<file path="config.mk">
export PLATFORM = sky130hd
export DESIGN_NAME = melody_sequencer
export DESIGN_NICKNAME = d
export VERILOG_FILES = /design/src/rtl/melody_sequencer.sv
export SDC_FILE = /design/constraint.sdc
export NUM_CORES = 1
export LEC_CHECK = 0
export CAP_MARGIN = 20
export CORE_UTILIZATION = 30
export CTS_CLUSTER_SIZE = 30
export DETAILED_ROUTE_END_ITERATION = 8
export SKIP_CTS_REPAIR_TIMING = 1
export SLEW_MARGIN = 15
export SYNTH_ARGS = -nofsm -noshare
export SYNTH_HDL_FRONTEND = slang
export SYNTH_SLANG_ARGS = --single-unit
</file>
<file path="constraint.sdc">
create_clock -name clk -period 7.2 [get_ports clk]
set_input_delay 1.44 -clock clk [delete_from_list [all_inputs] [get_ports clk]]
set_output_delay 1.44 -clock clk [all_outputs]
set_load 0.005 [all_outputs]
</file>
<file path="src/rtl/melody_sequencer.sv">
// Keypad-driven two-song melody player: synchronizes key levels, steps a note ROM
// at a programmable tempo and emits a registered tone divider for the note generator.
module melody_sequencer #(
  parameter int TICK_DIV = 10_000_000,
  parameter int SONG_LEN = 32,
  parameter int LOOP     = 1
) (
  input  logic        clk,
  input  logic        rst_n,
  input  logic [15:0] keycode,
  output logic [19:0] note_div,
  output logic [1:0]  state,
  output logic [4:0]  beat_idx,
  output logic        song_sel,
  output logic [3:0]  beat_len
);

  typedef enum logic [1:0] {ST_STOP = 2'd0, ST_PLAY = 2'd1, ST_PAUSE = 2'd2} st_e;

  localparam int TW = (TICK_DIV > 1) ? $clog2(TICK_DIV) : 1;

  st_e           state_q, state_nxt;
  logic [4:0]    sync1, sync2, key_prev, key_edge;
  logic [TW-1:0] tick_ctr;
  logic [3:0]    beat_ctr;
  logic          k_play, k_stop, k_next, k_up, k_dn;
  logic          tick_wrap, beat_end, song_end;
  logic [3:0]    rom_idx;
  logic [19:0]   note_val;
  logic          unused_keys;

  assign unused_keys = ^keycode[15:5];

  // Keys come from another clock domain; edge pulse is registered after the 2-flop sync.
  always_ff @(posedge clk or negedge rst_n) begin
    if (!rst_n) begin
      sync1    <= '0;
      sync2    <= '0;
      key_prev <= '0;
      key_edge <= '0;
    end else begin
      sync1    <= keycode[4:0];
      sync2    <= sync1;
      key_prev <= sync2;
      key_edge <= sync2 & ~key_prev;
    end
  end

  assign k_play = key_edge[0];
  assign k_stop = key_edge[1];
  assign k_next = key_edge[2];
  assign k_up   = key_edge[3];
  assign k_dn   = key_edge[4];

  assign tick_wrap = (tick_ctr == TW'(TICK_DIV - 1));
  // >= so a beat_len shortened mid-beat ends the beat at the next tick wrap
  assign beat_end  = tick_wrap && (beat_ctr >= beat_len - 4'd1);
  assign song_end  = beat_end && (beat_idx == 5'(SONG_LEN - 1));

  always_ff @(posedge clk or negedge rst_n) begin
    if (!rst_n) state_q <= ST_STOP;
    else        state_q <= state_nxt;
  end

  always_comb begin
    state_nxt = state_q;
    if (k_stop)
      state_nxt = ST_STOP;
    else if (k_next)
      state_nxt = state_q;
    else if (state_q == ST_PLAY && song_end && LOOP == 0)
      state_nxt = ST_STOP;
    else if (k_play) begin
      case (state_q)
        ST_STOP:  state_nxt = ST_PLAY;
        ST_PLAY:  state_nxt = ST_PAUSE;
        ST_PAUSE: state_nxt = ST_PLAY;
        default:  state_nxt = ST_STOP;
      endcase
    end
  end

  always_ff @(posedge clk or negedge rst_n) begin
    if (!rst_n) begin
      tick_ctr <= '0;
      beat_ctr <= '0;
      beat_idx <= '0;
    end else if (k_stop || k_next || state_q == ST_STOP) begin
      tick_ctr <= '0;
      beat_ctr <= '0;
      beat_idx <= '0;
    end else if (state_q == ST_PLAY) begin
      if (beat_end) begin
        tick_ctr <= '0;
        beat_ctr <= '0;
        beat_idx <= song_end ? 5'd0 : beat_idx + 5'd1;
      end else if (tick_wrap) begin
        tick_ctr <= '0;
        beat_ctr <= beat_ctr + 4'd1;
      end else begin
        tick_ctr <= tick_ctr + TW'(1);
      end
    end
  end

  always_ff @(posedge clk or negedge rst_n) begin
    if (!rst_n) begin
      song_sel <= 1'b0;
      beat_len <= 4'd8;
    end else begin
      if (k_next) song_sel <= ~song_sel;
      if (k_up && !k_dn && beat_len > 4'd2)
        beat_len <= beat_len - 4'd1;
      else if (k_dn && !k_up && beat_len < 4'd15)
        beat_len <= beat_len + 4'd1;
    end
  end

  assign rom_idx = song_sel ? (4'd8 - {1'b0, beat_idx[2:0]})
                            : ({1'b0, beat_idx[2:0]} + 4'd1);

  always_comb begin
    note_val = 20'd0;
    case (rom_idx)
      4'd1: note_val = 20'd382219;
      4'd2: note_val = 20'd340530;
      4'd3: note_val = 20'd303370;
      4'd4: note_val = 20'd286344;
      4'd5: note_val = 20'd255102;
      4'd6: note_val = 20'd227272;
      4'd7: note_val = 20'd202478;
      4'd8: note_val = 20'd191113;
      default: note_val = 20'd0;
    endcase
  end

  always_ff @(posedge clk or negedge rst_n) begin
    if (!rst_n) note_div <= '0;
    else        note_div <= (state_q == ST_PLAY) ? note_val : 20'd0;
  end

  assign state = state_q;

endmodule
</file>
Word-level counts from Yosys, hierarchy flattened
Memories as Yosys holds them, arrays and structs flattened. Index checks and enable logic that the tools add are counted.

$add $sub $neg: 7. Magnitude comparators: 3. Equality and inequality tests: 5. Multiplexer cells: 20. Bitwise gates (word level): 3. Reduce and logical (&&, ||, !) cells: 20.

Operators by type and width (count): 24-bit two-way mux (4); 4-bit two-way mux (7); 24-bit by 1-bit adder with 24-bit output, second input constant (1); 24-bit == test, second input constant (1); 20-bit two-way mux (1); 5-bit two-way mux (4); 4-bit by 1-bit adder with 4-bit output, second input constant (2); 2-bit nonzero test (4); 1-bit logical AND (6); 2-bit two-way mux (3); 2-bit AND reduction (3); 5-bit by 1-bit adder with 5-bit output, second input constant (1); 5-bit bitwise AND (1); 5-bit == test, second input constant (1); 5-bit inverter (1); 3-bit by 1-bit adder with 4-bit output, second input constant (1); 4-bit greater-or-equal comparator (1); 4-bit by 2-bit greater-than comparator with 1-bit output, second input constant (1); 4-bit less-than comparator, second input constant (1); 2-bit one-hot mux with 2 select lines (1); 4-bit by 1-bit subtractor with 4-bit output, second input constant (1); 4-bit by 3-bit subtractor with 4-bit output, first input constant (1); 3-bit nonzero test (1); 2-bit by 1-bit == test with 1-bit output, second input constant (1); 7 further kinds (9).

Register bits after elaboration: 80. ROM bits: 304. Output and inout port bits: 32. Word-level logic and storage cells: 70. Memories kept: 1.

Memories: (name not given) (depth 16, width 19, rd ports 1, clocked after memory_dff 0, wr ports 0, line 124) `case (rom_idx)`.

Longest topological paths before layout
Depth in word-level cells: 8. Gate-level depth with buffers: 10. Depth with buffers taken out: 9.

Worst setup path after synthesis
OpenSTA, ideal clock, no wires.

Path type: register to register. Start point: reg beat_idx[0]. End point: reg beat_idx[3]. Setup time: 67 ps. Arrival: 2427 ps. Path slack: 4706 ps. Cell stages (with the launch flop): 8. Buffers on the path: 0. Cells stage by stage: dfrtp_1 > ha_1 > and3_1 > ha_1 > nor4b_1 > or4b_2 > o31ai_1 > nand2b_1.

Longest elaborated chain between the ends: 6. Elaborated cells between the ends (all ways): 7.

Ends and longest elaborated chain: start, declared (line 13) `output logic [4:0] beat_idx,`; start signal, assigned (line 96) `beat_idx <= song_end ? 5'd0 : beat_idx + 5'd1;`; parallel branches: the longest is 2 deep, another holds 5-bit by 1-bit adder with 5-bit output; 5-bit two-way mux * (line 96); 5-bit two-way mux * (line 93) `if (beat_end) begin`; 5-bit two-way mux * (line 92) `end else if (state_q == ST_PLAY) begin`; 5-bit two-way mux * (line 88) `end else if (k_stop || k_next || state_q == ST_STOP) begin`.

Mark *: on every way between the ends. The select of a mux whose other input is x is not followed. A chain may end at the register's enable or synchronous reset.

Worst setup path in the final report
Start point: reg beat_idx[2]. End point: out beat_idx[2].

No word-level cell between the ends.

==> Implementation_results.wiki <==
{| class="wikitable"
! Metric !! Value
|-
| Netlist Area Pre-Place || 0.003715 mm^2
|-
| Beginning of the worst hold path || sync1[4]
|-
| CTS Sinks || 79
|-
| Fraction of synthesized cell area taken by the top area cell type || 52.54%
|-
| Top cells by area in the synthesized netlist || sky130_fd_sc_hd__dfrtp_1, sky130_fd_sc_hd__ha_1, sky130_fd_sc_hd__xor2_1
|-
| Count of distinct cell types in the synthesized netlist || 62
|-
| Crit path max fanout || 12
|-
| Antenna Violating Nets Remaining || 0
|-
| Synthesized netlist net count || 382
|-
| Starting density of the core || 30.80%
|-
| Vertical die dimension || 113.3 um
|-
| H-tree Lvls || 3
|-
| Count of final hold-check violations || 0
|-
| Number of nets in the layout || 422
|-
| WL per Instance || 12.44 um
|-
| Wire length of the first global-routing pass || 12.05 mm
|-
| Leftover overflow at the end of global routing || 0
|-
| Number of enable flip-flop cells after synthesis || 0
|-
| Number of buffers and inverters on the critical path || 1
|-
| Type of destination of the critical path || primary output
|-
| Inst Count DP || 543
|-
| Critical path data required time || 5.76 ns
|-
| Fraction of layout instances using a drive strength above 1 || 8.163%
|-
| Final Instance Area || 0.004552 mm^2
|-
| Clock buffer count from CTS || 9
|-
| Number of primary I/O pins || 50
|-
| Slowest library cell on the worst path || sky130_fd_sc_hd__clkdlybuf4s50_1
|-
| Detailed-routing iteration count for the pre-antenna-repair pass || 4
|-
| Area of the core region || 0.01206 mm^2
|-
| Post-route minimum period || 2.890 ns
|-
| Flip-flop cell with the highest count after synthesis || sky130_fd_sc_hd__dfrtp_1
|-
| Peak VDD IR || 0.1322 mV
|-
| FMAX || 346.1 MHz
|-
| Fill cell count || 1,185
|-
| Area delta synth->final || 22.53%
|-
| Drt total wl || 6.965 mm
|-
| Critical Path Source Type || flop
|-
| Classification of the worst-slack hold path || reg -> reg
|-
| Outcome || finished clean
|-
| Post-Layout Cell Count || 560
|-
| Overall power || 1.325 mW
|-
| Port bufs || 37
|-
| Layout Skew || 0.008642 ns
|-
| Overall die area || 0.01283 mm^2
|-
| Worst reg2reg path startpoint || beat_idx[0]
|-
| Synthesized flop and latch total || 79
|-
| Routed via count || 2,626
|-
| Initial DRC count || 142
|-
| Sum of negative setup slack || 0 ns
|-
| Number of instances in the synthesized netlist || 347
|-
| Number of pins with negative max-slew slack in the final report || 0
|-
| Delay contributed by the slowest stage of the critical path || 0.57 ns
|-
| Data arrival time of the worst path || 1.45 ns
|-
| Static Leakage || 1.924 nW
|-
| Pwr/cell area || 291.2 mW/mm^2
|-
| Post-detailed-route DRC marker count || 0
|-
| Fraction of the core area covered by cells at the end of the flow || 37.74%
|-
| Largest buffer count on any clock path || 2
|-
| Sequential fraction of the synthesis area || 53.25%
|-
| Fraction of synthesis flops using an asynchronous set or reset pin || 100.0%
|-
| Critical Path Start || beat_idx[2]
|-
| Worst-Skew Late Latency || 0.34 ns
|-
| Number of global-route vias before repair || 2,603
|-
| Cell type contributing the most total cell area after synthesis || sky130_fd_sc_hd__dfrtp_1
|-
| Post-DP HPWL || 4.746 mm
|-
| Slew HR || 40.32%
|-
| Warnings, synthesis || 0
|-
| Via/cell ratio || 4.689
|-
| Cells along the critical path || clkdlybuf4s50_1
|-
| CTS tree || done
|-
| Max Cap Viol || 0
|-
| Cell family with most CP delay || buffers and inverters
|-
| Initial antenna violation count || 0
|-
| Setup Viol. Count Final || 0
|-
| Count of antenna diodes in the layout || 0
|-
| Clock root buffer || sky130_fd_sc_hd__clkbuf_16
|-
| Worst setup path category || reg -> out
|-
| CTS clock-pin slew for the worst setup and hold paths || 0.06 ns
|-
| Largest net degree at the start of global routing || 80
|-
| Weighted congestion reported at the end of routability-driven placement || 0.8753
|-
| Site row count || 40
|-
| Worst slew pin tran || 0.8878 ns
|-
| Placement Cell Area || 0.004242 mm^2
|-
| Synthesized area per cell || 10.71 um^2
|-
| Unrepaired setup endpoints after global routing || no
|-
| Share of the clock period used by the worst path || 40.13%
|-
| Total routing usage reported by global routing || 11.82%
|-
| Chip width || 113.3 um
|}
## report_power, final
| part | leakage, nW | internal (mW) | switching [mW] |
|---|---|---|---|
| sequential | 1.04 | 0.492 | 0.0411 |
| clock | 0.139 | 0.245 | 0.187 |
| combinational | 0.740 | 0.169 | 0.192 |
| total | 1.92 | 0.906 | 0.420 |
## per-stage QoR
step	setup WS, ns	hold slack (ns)
after global placement	4.497	0.3322
after detailed placement	4.455	0.3347
after global routing	4.210	0.3540
final	4.310	0.3427
after CTS	4.298	0.3448
after floorplan	4.706	0.3312
## routing by layer
metal | up-vias | GRT usage (%) | part of all wire [%]
met2 | 53 | 19.43 | 48
li1 | 1304 | - | -
met1 | 1258 | 14.61 | 47
met5 | - | 0 | 0
met3 | 11 | 3.321 | 3.8
met4 | 0 | 4.912 | 1.6
## cells by family (layout without fill, tap and decap cells)
group	Yosys count	after routing	synth area share [%]
flip-flops	79	79	53.25
AO/OA/AOI/OAI	54	54	10.00
other	1	1	0.1009
buffers and inverters	22	67	2.930
multiplexers	3	3	0.8420
adder cells (fa/ha/maj)	17	17	5.726
XOR/XNOR	28	28	6.601
AND/OR/NAND/NOR	143	143	20.55
## synth_stat cells (4+ instances only)
cell type / number
sky130_fd_sc_hd__nand3_1: 15
sky130_fd_sc_hd__nor2_1: 37
sky130_fd_sc_hd__and3_1: 7
sky130_fd_sc_hd__nor2b_1: 8
sky130_fd_sc_hd__o21a_1: 4
sky130_fd_sc_hd__a21oi_1: 15
sky130_fd_sc_hd__clkbuf_1: 8
sky130_fd_sc_hd__xnor2_1: 10
sky130_fd_sc_hd__xor2_1: 18
sky130_fd_sc_hd__dfrtp_1: 78
sky130_fd_sc_hd__nand2_1: 24
sky130_fd_sc_hd__ha_1: 17
sky130_fd_sc_hd__nand2b_1: 5
sky130_fd_sc_hd__nand4_1: 12
sky130_fd_sc_hd__inv_1: 10
sky130_fd_sc_hd__o21ai_0: 9
sky130_fd_sc_hd__nor3_1: 5
## state kept, by name, indices dropped and copies added, names as in the netlist
| name | flops |
|---|---|
| beat_idx | 5 |
| key_prev | 5 |
| tick_ctr | 24 |
| song_sel | 1 |
| sync2 | 5 |
| beat_len | 4 |
| sync1 | 5 |
| state | 2 |
| key_edge | 5 |
| beat_ctr | 4 |
| note_div | 19 |
## cells in the final DEF (no fill, tap or decap), types with 3 or more instances in the layout
master                            count
sky130_fd_sc_hd__and2_1               3
sky130_fd_sc_hd__clkbuf_16            9
sky130_fd_sc_hd__nand2b_1             5
sky130_fd_sc_hd__and3_1               7
sky130_fd_sc_hd__buf_4                3
sky130_fd_sc_hd__a21oi_1             15
sky130_fd_sc_hd__o21ai_0              9
sky130_fd_sc_hd__ha_1                17
sky130_fd_sc_hd__nand3_1             15
sky130_fd_sc_hd__nand4_1             12
sky130_fd_sc_hd__or3_1                3
sky130_fd_sc_hd__xor2_1              18
sky130_fd_sc_hd__nor2b_1              8
sky130_fd_sc_hd__clkdlybuf4s50_1     36
sky130_fd_sc_hd__dfrtp_1             78
sky130_fd_sc_hd__and4_1               3
sky130_fd_sc_hd__nor2_1              37
sky130_fd_sc_hd__nand2_1             24
sky130_fd_sc_hd__xnor2_1             10
sky130_fd_sc_hd__nor3_1               5
sky130_fd_sc_hd__inv_1               10
sky130_fd_sc_hd__o21a_1               4
## worst reg2reg max path, delay by kind of cell, from the launching register on
| family | cells | cell delay, ns |
|---|---|---|
| flops | 1 | 0.47 |
| simple gates | 4 | 1.55 |
| fa+ha+maj | 2 | 0.49 |
| compound gates | 1 | 0.20 |
## worst paths after layout
kind	to	slack, ns	cells after the start
setup / recovery	beat_idx[2]	4.31	1
hold / removal	sync2[4]	0.34	0
setup reg to reg	beat_idx[3]	4.44	7
hold reg to reg	sync2[4]	0.34	0
max in group asynchronous	beat_len[3]	5.63	2
min in group asynchronous	note_div[16]	0.97	1
## layout make-up
class	count	area, um^2	share of cell area [%]
timing repair buffer	41	415.4	9.126
tap	168	210.2	4.618
clock inverter	6	43.79	0.9621
sequential	79	1978	43.46
multi-input combinational	246	1628	35.76
inverter	10	37.54	0.8246
clock buffer	10	239.0	5.250
No activity file was read; power rests on OpenSTA's default activity.
